==> config.mk <==
export PLATFORM = sky130hd
export DESIGN_NAME = mem_port_arbiter
export DESIGN_NICKNAME = d
export VERILOG_FILES = /design/src/rtl/sextium_mem_pkg.sv /design/src/rtl/mem_rr_pick.sv /design/src/rtl/mem_port_arbiter.sv
export SDC_FILE = /design/constraint.sdc
export NUM_CORES = 1
export LEC_CHECK = 0
export BUFFER_PORTS_ARGS = -buffer_cell sky130_fd_sc_hd__buf_4
export CELL_PAD_IN_SITES_DETAIL_PLACEMENT = 1
export CELL_PAD_IN_SITES_GLOBAL_PLACEMENT = 2
export CORE_UTILIZATION = 28
export DETAILED_ROUTE_END_ITERATION = 6
export MAX_ROUTING_LAYER = met4
export PLACE_DENSITY_LB_ADDON = 0.15
export RECOVER_POWER = 25
export SLEW_MARGIN = 25
export SYNTH_ARGS = -nofsm -noshare
export SYNTH_HDL_FRONTEND = slang
export SYNTH_HIERARCHICAL = 1
export SYNTH_SLANG_ARGS = --single-unit
export TNS_END_PERCENT = 5
==> constraint.sdc <==
create_clock -name clock -period 2 [get_ports clock]
set_input_delay 0.3 -clock clock [delete_from_list [all_inputs] [get_ports clock]]
set_output_delay 0.3 -clock clock [all_outputs]
set_load 0.1 [all_outputs]
==> src/rtl/sextium_mem_pkg.sv <==
// Shared definitions for the memory port arbiter: sequencing states,
// requester indices and default bus widths.
package sextium_mem_pkg;

  typedef enum logic [1:0] {
    IDLE   = 2'd0,
    ACCESS = 2'd1,
    WAIT   = 2'd2,
    RESP   = 2'd3
  } mem_state_t;

  localparam logic REQ_CPU = 1'b0;
  localparam logic REQ_LDR = 1'b1;

  localparam int DEF_AW = 16;
  localparam int DEF_DW = 16;

endpackage

==> src/rtl/mem_rr_pick.sv <==
// Two-requester round-robin pick with loader burst lock.
// Purely combinational; the caller registers the decision.
module mem_rr_pick
  import sextium_mem_pkg::*;
(
  input  logic c_req,
  input  logic l_req,
  input  logic last_grant,
  input  logic lock_held,
  output logic grant_valid,
  output logic grant_sel
);

  // Lock restricts the grant to the loader; otherwise the requester that
  // was not served last wins a tie.
  always_comb begin
    grant_valid = 1'b0;
    grant_sel   = REQ_CPU;
    if (lock_held) begin
      grant_valid = l_req;
      grant_sel   = REQ_LDR;
    end else if (c_req && l_req) begin
      grant_valid = 1'b1;
      grant_sel   = (last_grant == REQ_CPU) ? REQ_LDR : REQ_CPU;
    end else if (c_req) begin
      grant_valid = 1'b1;
      grant_sel   = REQ_CPU;
    end else if (l_req) begin
      grant_valid = 1'b1;
      grant_sel   = REQ_LDR;
    end
  end

endmodule

==> src/rtl/mem_port_arbiter.sv <==
// Shares one single-port word memory between the CPU controller and the
// loader/IO port. One access at a time: IDLE -> ACCESS -> (WAIT) -> RESP.
// The request is latched straight into the memory-side output registers
// at grant time, so later changes on the requester inputs are ignored.
module mem_port_arbiter
  import sextium_mem_pkg::*;
#(
  parameter int AW         = DEF_AW,
  parameter int DW         = DEF_DW,
  parameter int RD_LATENCY = 1
) (
  input  logic          clock,
  input  logic          reset,
  input  logic          c_req,
  input  logic          c_we,
  input  logic [AW-1:0] c_addr,
  input  logic [DW-1:0] c_wdata,
  output logic          c_ack,
  output logic [DW-1:0] c_rdata,
  input  logic          l_req,
  input  logic          l_we,
  input  logic [AW-1:0] l_addr,
  input  logic [DW-1:0] l_wdata,
  input  logic          l_lock,
  output logic          l_ack,
  output logic [DW-1:0] l_rdata,
  output logic          m_en,
  output logic          m_we,
  output logic [AW-1:0] m_addr,
  output logic [DW-1:0] m_wdata,
  input  logic [DW-1:0] m_rdata
);

  if (RD_LATENCY < 1 || RD_LATENCY > 15) begin : g_bad_latency
    $error("mem_port_arbiter: RD_LATENCY must be within 1..15");
  end

  localparam logic [3:0] CNT_INIT = 4'(RD_LATENCY - 1);

  mem_state_t state_reg, state_next;
  logic       sel_reg;
  logic       last_grant_reg;
  logic       lock_held_reg;
  logic [3:0] cnt_reg;
  logic       grant_valid;
  logic       grant_sel;

  mem_rr_pick u_pick (
    .c_req       (c_req),
    .l_req       (l_req),
    .last_grant  (last_grant_reg),
    .lock_held   (lock_held_reg),
    .grant_valid (grant_valid),
    .grant_sel   (grant_sel)
  );

  // State register.
  always_ff @(posedge clock or negedge reset) begin
    if (!reset) state_reg <= IDLE;
    else        state_reg <= state_next;
  end

  // Next-state: writes skip WAIT, reads sit in WAIT until the counter expires.
  always_comb begin
    state_next = state_reg;
    unique case (state_reg)
      IDLE:    if (grant_valid) state_next = ACCESS;
      ACCESS:  state_next = m_we ? RESP : WAIT;
      WAIT:    if (cnt_reg == 4'd0) state_next = RESP;
      RESP:    state_next = IDLE;
      default: state_next = IDLE;
    endcase
  end

  // Grant latching, memory strobe, latency count, read capture, ack pulses
  // and lock bookkeeping; strobes and acks are registered one-cycle pulses.
  always_ff @(posedge clock or negedge reset) begin
    if (!reset) begin
      sel_reg        <= REQ_CPU;
      last_grant_reg <= REQ_LDR;
      lock_held_reg  <= 1'b0;
      cnt_reg        <= 4'd0;
      m_en           <= 1'b0;
      m_we           <= 1'b0;
      m_addr         <= '0;
      m_wdata        <= '0;
      c_ack          <= 1'b0;
      l_ack          <= 1'b0;
      c_rdata        <= '0;
      l_rdata        <= '0;
    end else begin
      m_en  <= 1'b0;
      c_ack <= 1'b0;
      l_ack <= 1'b0;
      unique case (state_reg)
        IDLE: begin
          // A held lock is dropped as soon as the loader releases l_lock.
          if (lock_held_reg && !l_lock) lock_held_reg <= 1'b0;
          if (grant_valid) begin
            sel_reg        <= grant_sel;
            last_grant_reg <= grant_sel;
            m_en           <= 1'b1;
            m_we           <= (grant_sel == REQ_LDR) ? l_we    : c_we;
            m_addr         <= (grant_sel == REQ_LDR) ? l_addr  : c_addr;
            m_wdata        <= (grant_sel == REQ_LDR) ? l_wdata : c_wdata;
          end
        end
        ACCESS: begin
          if (m_we) begin
            c_ack <= (sel_reg == REQ_CPU);
            l_ack <= (sel_reg == REQ_LDR);
          end else begin
            cnt_reg <= CNT_INIT;
          end
        end
        WAIT: begin
          if (cnt_reg == 4'd0) begin
            if (sel_reg == REQ_LDR) l_rdata <= m_rdata;
            else                    c_rdata <= m_rdata;
            c_ack <= (sel_reg == REQ_CPU);
            l_ack <= (sel_reg == REQ_LDR);
          end else begin
            cnt_reg <= cnt_reg - 4'd1;
          end
        end
        RESP: begin
          lock_held_reg <= (sel_reg == REQ_LDR) ? l_lock : 1'b0;
        end
        default: ;
      endcase
    end
  end

endmodule

==> flow_summary.json, run 1 <==
{
  "status": "finished, final reports clean",
  "viasPerCell": 4.53,
  "postCtsHoldBufs": 1,
  "dieHeight_um": 113,
  "max_slew_margin_pct": 39.8,
  "clk_pin_slew_ps": 70,
  "vias": 2689,
  "die-area_sq_um": 12700,
  "io_buffers": 154,
  "fill_cells": 1325,
  "routed_wl_mm": 9.00,
  "gp_congestion": 0.756,
  "synth_flop_cell": "dfrtp_1",
  "synth_top_cell_by_area": "dfrtp_1",
  "synth_most_common_cell": "dfrtp_1",
  "numClockSinks": 77,
  "initial_core_util_pct": 28.7,
  "ios": 155,
  "grt_overflow_total": 0,
  "synthMuxAreaShare_pct": 21.5,
  "grt_pass1_vias": 2805,
  "ctsLongestPathBuffers": 2,
  "multi_input_area_sq_um": 1380,
  "track_usage_pct": 15.5,
  "cts_resized": 0,
  "synth_area_per_cell_sq_um": 12.1,
  "grt_first_pass_wirelength_mm": 14.6,
  "synth_area_leaders": "dfrtp_1, mux2i_1, mux2_2, a21oi_1, mux2_4",
  "timing.final.hold_violations": 0,
  "async_reset_ff_share_pct": 100,
  "fmax_mhz": 539,
  "tightest_slew_ps": 903,
  "stdcell_count": 593,
  "hp-class": "in -> reg",
  "rows": 40,
  "worstSetupStartpointType": "flip-flop",
  "worstSetupEndpointType": "flip-flop",
  "synthAdderAreaFrac_pct": 2.55,
  "rsz0062_at_grt": "no",
  "synthToLayoutAreaGrowth_pct": 48.6,
  "syn-instance-count": 284,
  "synth_cell_types": 36,
  "fin_nets": 535,
  "grt_max_degree": 71,
  "r2r_slack_ps": 140,
  "timing.final.crit_share_pct": 92.8,
  "drt_iter0_drc": 82,
  "antenna_found_initial": 0,
  "worstPathRequired_ps": 2220,
  "yosysWarnings": 6,
  "synth_top_area_share_pct": 55.4,
  "synth_edf_count": 0,
  "maxCapViolCount": 0,
  "synth-seq-cells": 77,
  "wl_per_cell_um": 15.2,
  "die_w_um": 113,
  "seq_area_frac_synth_pct": 56.2,
  "post-cts-setup-buffers": 0,
  "regArea_sq_um": 1930,
  "worstSetupPathType": "reg -> reg",
  "drc": 0,
  "synth-compound-area-share_pct": 8.35,
  "synth_top_family_by_area": "multiplexers",
  "worstPathMaxFanout": 16,
  "period_minus_slack_ps": 1860,
  "core_sq_um": 12000,
  "ant_nets": 0,
  "synth-simple-area-share_pct": 7.69,
  "synthTopCellsByCount": "dfrtp_1, a21oi_1, nor2_1",
  "htree_levels": 3,
  "cts_tree": "built",
  "finalClockSkew_ps": 10.9,
  "place_hpwl_mm": 6.70,
  "syn_area_sq_um": 3430,
  "dp_cells": 576,
  "firstDrtPassIters": 4,
  "cts_root_buf": "clkbuf_16",
  "finalSetupViolations": 0,
  "synth_xor_area_share_pct": 0,
  "cts_buffers": 9,
  "syn_nets": 378,
  "clk_latency_ps": 340,
  "antenna_cells": 0,
  "setup_tns_ps": 0,
  "cp.arrival_ps": 2080,
  "slew_violations": 0,
  "drive_gt1_share_pct": 48.4
}
## layer usage
layer	up-vias	routed length, um	part of all wire, %	global-route usage, %
met5	-	0	0	-
li1	1301	-	-	-
met4	0	182	2.0	7.56
met1	1283	3900	43	19.1
met3	13	584	6.5	4.07
met2	92	4330	48	23.6
## area by class of cell
class,instances,area share (%)
sequential,77,37.8
timing repair buffer,163,25.0
tap,147,3.61
clock buffer,9,4.42
inverter,8,0.589
clock inverter,7,1.55
multi-input combinational,182,27.1
## worst paths after layout
kind / start / to / cells after the start
setup / recovery: state_reg[0] / l_rdata[9] / 6
hold / removal: m_rdata[7] / l_rdata[7] / 2
setup reg to reg: state_reg[0] / l_rdata[9] / 6
hold reg to reg: last_grant_reg / last_grant_reg / 2
max in group asynchronous: reset / m_addr[5] / 3
min in group asynchronous: reset / m_en / 2
## through the flow
stage	worst slack (ps)	cell area (sq um)	hold WS [ps]	utilization, %
floorplan	168	3430	4.41	-
global placement	237	4790	297	40.0
detailed placement	150	4790	296	40.0
CTS	148	5100	185	42.7
global route	43.1	5100	191	42.6
finish	144	5100	200	42.6
## critical path: stages, from the launching register on
cell       delay, ps
dfrtp_1          400
inv_1            170
ha_1             200
nand4bb_1        180
or2_1            250
buf_4            220
mux2_4           320
## logic make-up (layout without fill, tap and decap cells)
logic type,Yosys count,count (layout)
DFF,77,77
and+or+nand+nor,58,58
muxes,66,66
AOI/OAI and AO/OA,51,51
adders and majority gates,7,7
buffers and inverters,25,187
## layout by cell type (no fill, tap or decap), types with 3 or more instances in the layout
master,n
nor2b_1,3
o21ai_0,6
clkbuf_16,9
nand2_1,6
dfrtp_1,76
inv_6,4
buf_4,157
nor2_1,35
buf_12,4
mux2i_1,33
ha_1,7
inv_1,8
mux2_4,10
a21oi_1,35
mux2_2,23
Power of run 1 is not shown: default switching activity piles up to over one toggle a cycle in this logic, so the estimate is an artifact.
==> run 2: changes to the inputs <==
- CORE_MARGIN: not set -> 2
- SYNTH_HIERARCHICAL: 1 -> not set
- clock period: 2 -> 2.05 ns (I/O delays scaled with it)
==> run 2 against run 1 <==
  * Synthesized cell count up 12%
  * Via count up 6.5%
  * Global-route usage up 0.51 points
  * Cell count up 5.4%
  * First-iteration DRC count up 24%
  * Critical path type unchanged
  * Highest routed layer unchanged
==> flow_summary.json, run 2 <==
{
  "hp-class": "in -> reg",
  "crit_buf_inv": 1,
  "cts_buffers": 9,
  "synth-seq-cells": 77,
  "slowest_delay_ps": 440,
  "track_usage_pct": 16.0,
  "syn_area_sq_um": 3430,
  "timing.final.hold_violations": 0,
  "yosysWarnings": 0,
  "worstSetupPathType": "reg -> reg",
  "antenna_found_initial": 0,
  "r2r-start": "cnt_reg[0]",
  "whs_path_depth": 2,
  "ctsLongestPathBuffers": 2,
  "path_cells": "inv_1 > ha_1 > or3b_4 > nor2_4 > nand2_4 > mux2_4",
  "maxCapViolCount": 0,
  "reg2reg_to": "l_rdata[10]",
  "grt_max_degree": 55,
  "fin_util_pct": 42.5,
  "ios": 155,
  "synthToLayoutAreaGrowth_pct": 48.7,
  "worstSetupEndpointType": "flip-flop",
  "drt_iter0_drc": 102,
  "clk_pin_slew_ps": 60,
  "die-area_sq_um": 13200,
  "timing.final.crit_share_pct": 92.4,
  "ff2ff_path_depth": 6,
  "crit_slowest_cell": "or3b_4",
  "status": "finished, final reports clean",
  "vias": 2863,
  "antenna_cells": 0,
  "setup_slack_ps": 156,
  "fmax_mhz": 528,
  "rsz0062_at_grt": "no",
  "cpLargestDelayFamily": "simple AND/OR/NAND/NOR gates",
  "synth_most_common_cell": "dfrtp_1",
  "die_w_um": 115,
  "io_buffers": 154,
  "clk_latency_ps": 340,
  "synth_edf_count": 0,
  "wl_per_cell_um": 15.6,
  "grt_first_pass_wirelength_mm": 15.9,
  "finalSetupViolations": 0,
  "firstDrtPassIters": 4,
  "mostFrequentLayoutCells": "buf_4, dfrtp_1, nand2_1",
  "gp_congestion": 0.756,
  "async_reset_ff_share_pct": 100,
  "final_common_cell": "buf_4",
  "fin_nets": 567,
  "slew_violations": 0,
  "hold_start": "m_rdata[8]",
  "worstSetupStartpointType": "flip-flop",
  "synth_top_cell_by_area": "dfrtp_1",
  "synth_top_area_share_pct": 55.4,
  "hold_end": "c_rdata[8]",
  "seq_area_frac_synth_pct": 56.1,
  "syn_nets": 413,
  "r2r_slack_ps": 160,
  "tightest_slew_ps": 690,
  "numClockSinks": 77,
  "cts_root_buf": "clkbuf_16",
  "dieHeight_um": 115,
  "place_hpwl_mm": 7.17,
  "syn-instance-count": 319,
  "finalClockSkew_ps": 6.67,
  "worstPathRequired_ps": 2270,
  "fill_cells": 1355,
  "htree_levels": 3,
  "drc": 0,
  "startpoint": "cnt_reg[0]",
  "grt_overflow_total": 0,
  "period_minus_slack_ps": 1890,
  "synth_cell_types": 30,
  "viasPerCell": 4.58,
  "synth_flop_cell": "dfrtp_1",
  "max_slew_margin_pct": 54.0,
  "cp.arrival_ps": 2110,
  "drive_gt1_share_pct": 45.4,
  "multi_input_area_sq_um": 1390,
  "ant_nets": 0,
  "routed_wl_mm": 9.78,
  "synth_area_per_cell_sq_um": 10.8,
  "regArea_sq_um": 1930,
  "initial_core_util_pct": 28.6,
  "cts_tree": "built",
  "post-cts-setup-buffers": 0,
  "grt_pass1_vias": 3055,
  "dpl_worst_slack_ps": 39.3,
  "synthTopCellsByCount": "dfrtp_1, nand2_1, nor2_1",
  "rows": 40,
  "synth_area_leaders": "dfrtp_1, mux2_4, nand2_1, a31oi_1, nor2_1",
  "core_sq_um": 12000,
  "setup_tns_ps": 0,
  "worstPathMaxFanout": 16
}
[run 2: cell types whose count changed after synthesis, sizes merged, moves of 6 or more]
cell and delta:
a21oi -30, a31oi +33, clkbuf +6, mux2i -31, nand2 +67
[run 2: logic make-up after synthesis]
logic type	after synthesis	synth area share [%]
buf+inv	25	3.68
simple gates	124	15.3
compound gates	52	9.07
fa+ha+maj	7	2.55
flops	77	56.1
mux	34	13.3
[run 2: timing repair]
item,4_1_cts,5_1_grt
hold buffers,1,0
gates resized for setup,0,1
hold endpoints to repair,22,0
endpoints found under the setup margin,0,22
[run 2: final cells by class]
type / count / share of cell area, %
flip-flops and latches: 77 / 37.8
multi-input cells: 217 / 27.1
repair buffers: 162 / 25.0
clock buffers: 9 / 4.41
well taps: 147 / 3.60
clock inverters: 7 / 1.62
inverters: 6 / 0.441
[run 2: worst max path at each step]
stage / end / slack (ps) / cells past startpoint
5_1_grt: l_rdata[6] / 30 / 6
3_5_place_dp: l_rdata[9] / 40 / 6
4_1_cts: l_rdata[9] / 20 / 6
3_3_place_gp: l_rdata[12] / 100 / 6
6_report: l_rdata[10] / 160 / 6
2_1_floorplan: c_rdata[10] / 110 / 7
[run 2: per-layer routing]
layer	global-route usage [%]	routed length [um]	up-vias
met1	20.7	4580	1356
met4	5.30	135	0
met3	4.06	668	11
met2	24.5	4390	108
met5	-	0	-
li1	-	-	1388
[run 2: through the flow]
step	area, sq um	std cells	hold WS, ps
2_1_floorplan	3430	319	11.9
3_5_place_dp	4790	608	253
5_1_grt	5110	625	202
4_1_cts	5110	625	198
3_3_place_gp	4790	608	256
6_report	5110	625	212
Power of run 2 is left out for the same reason.
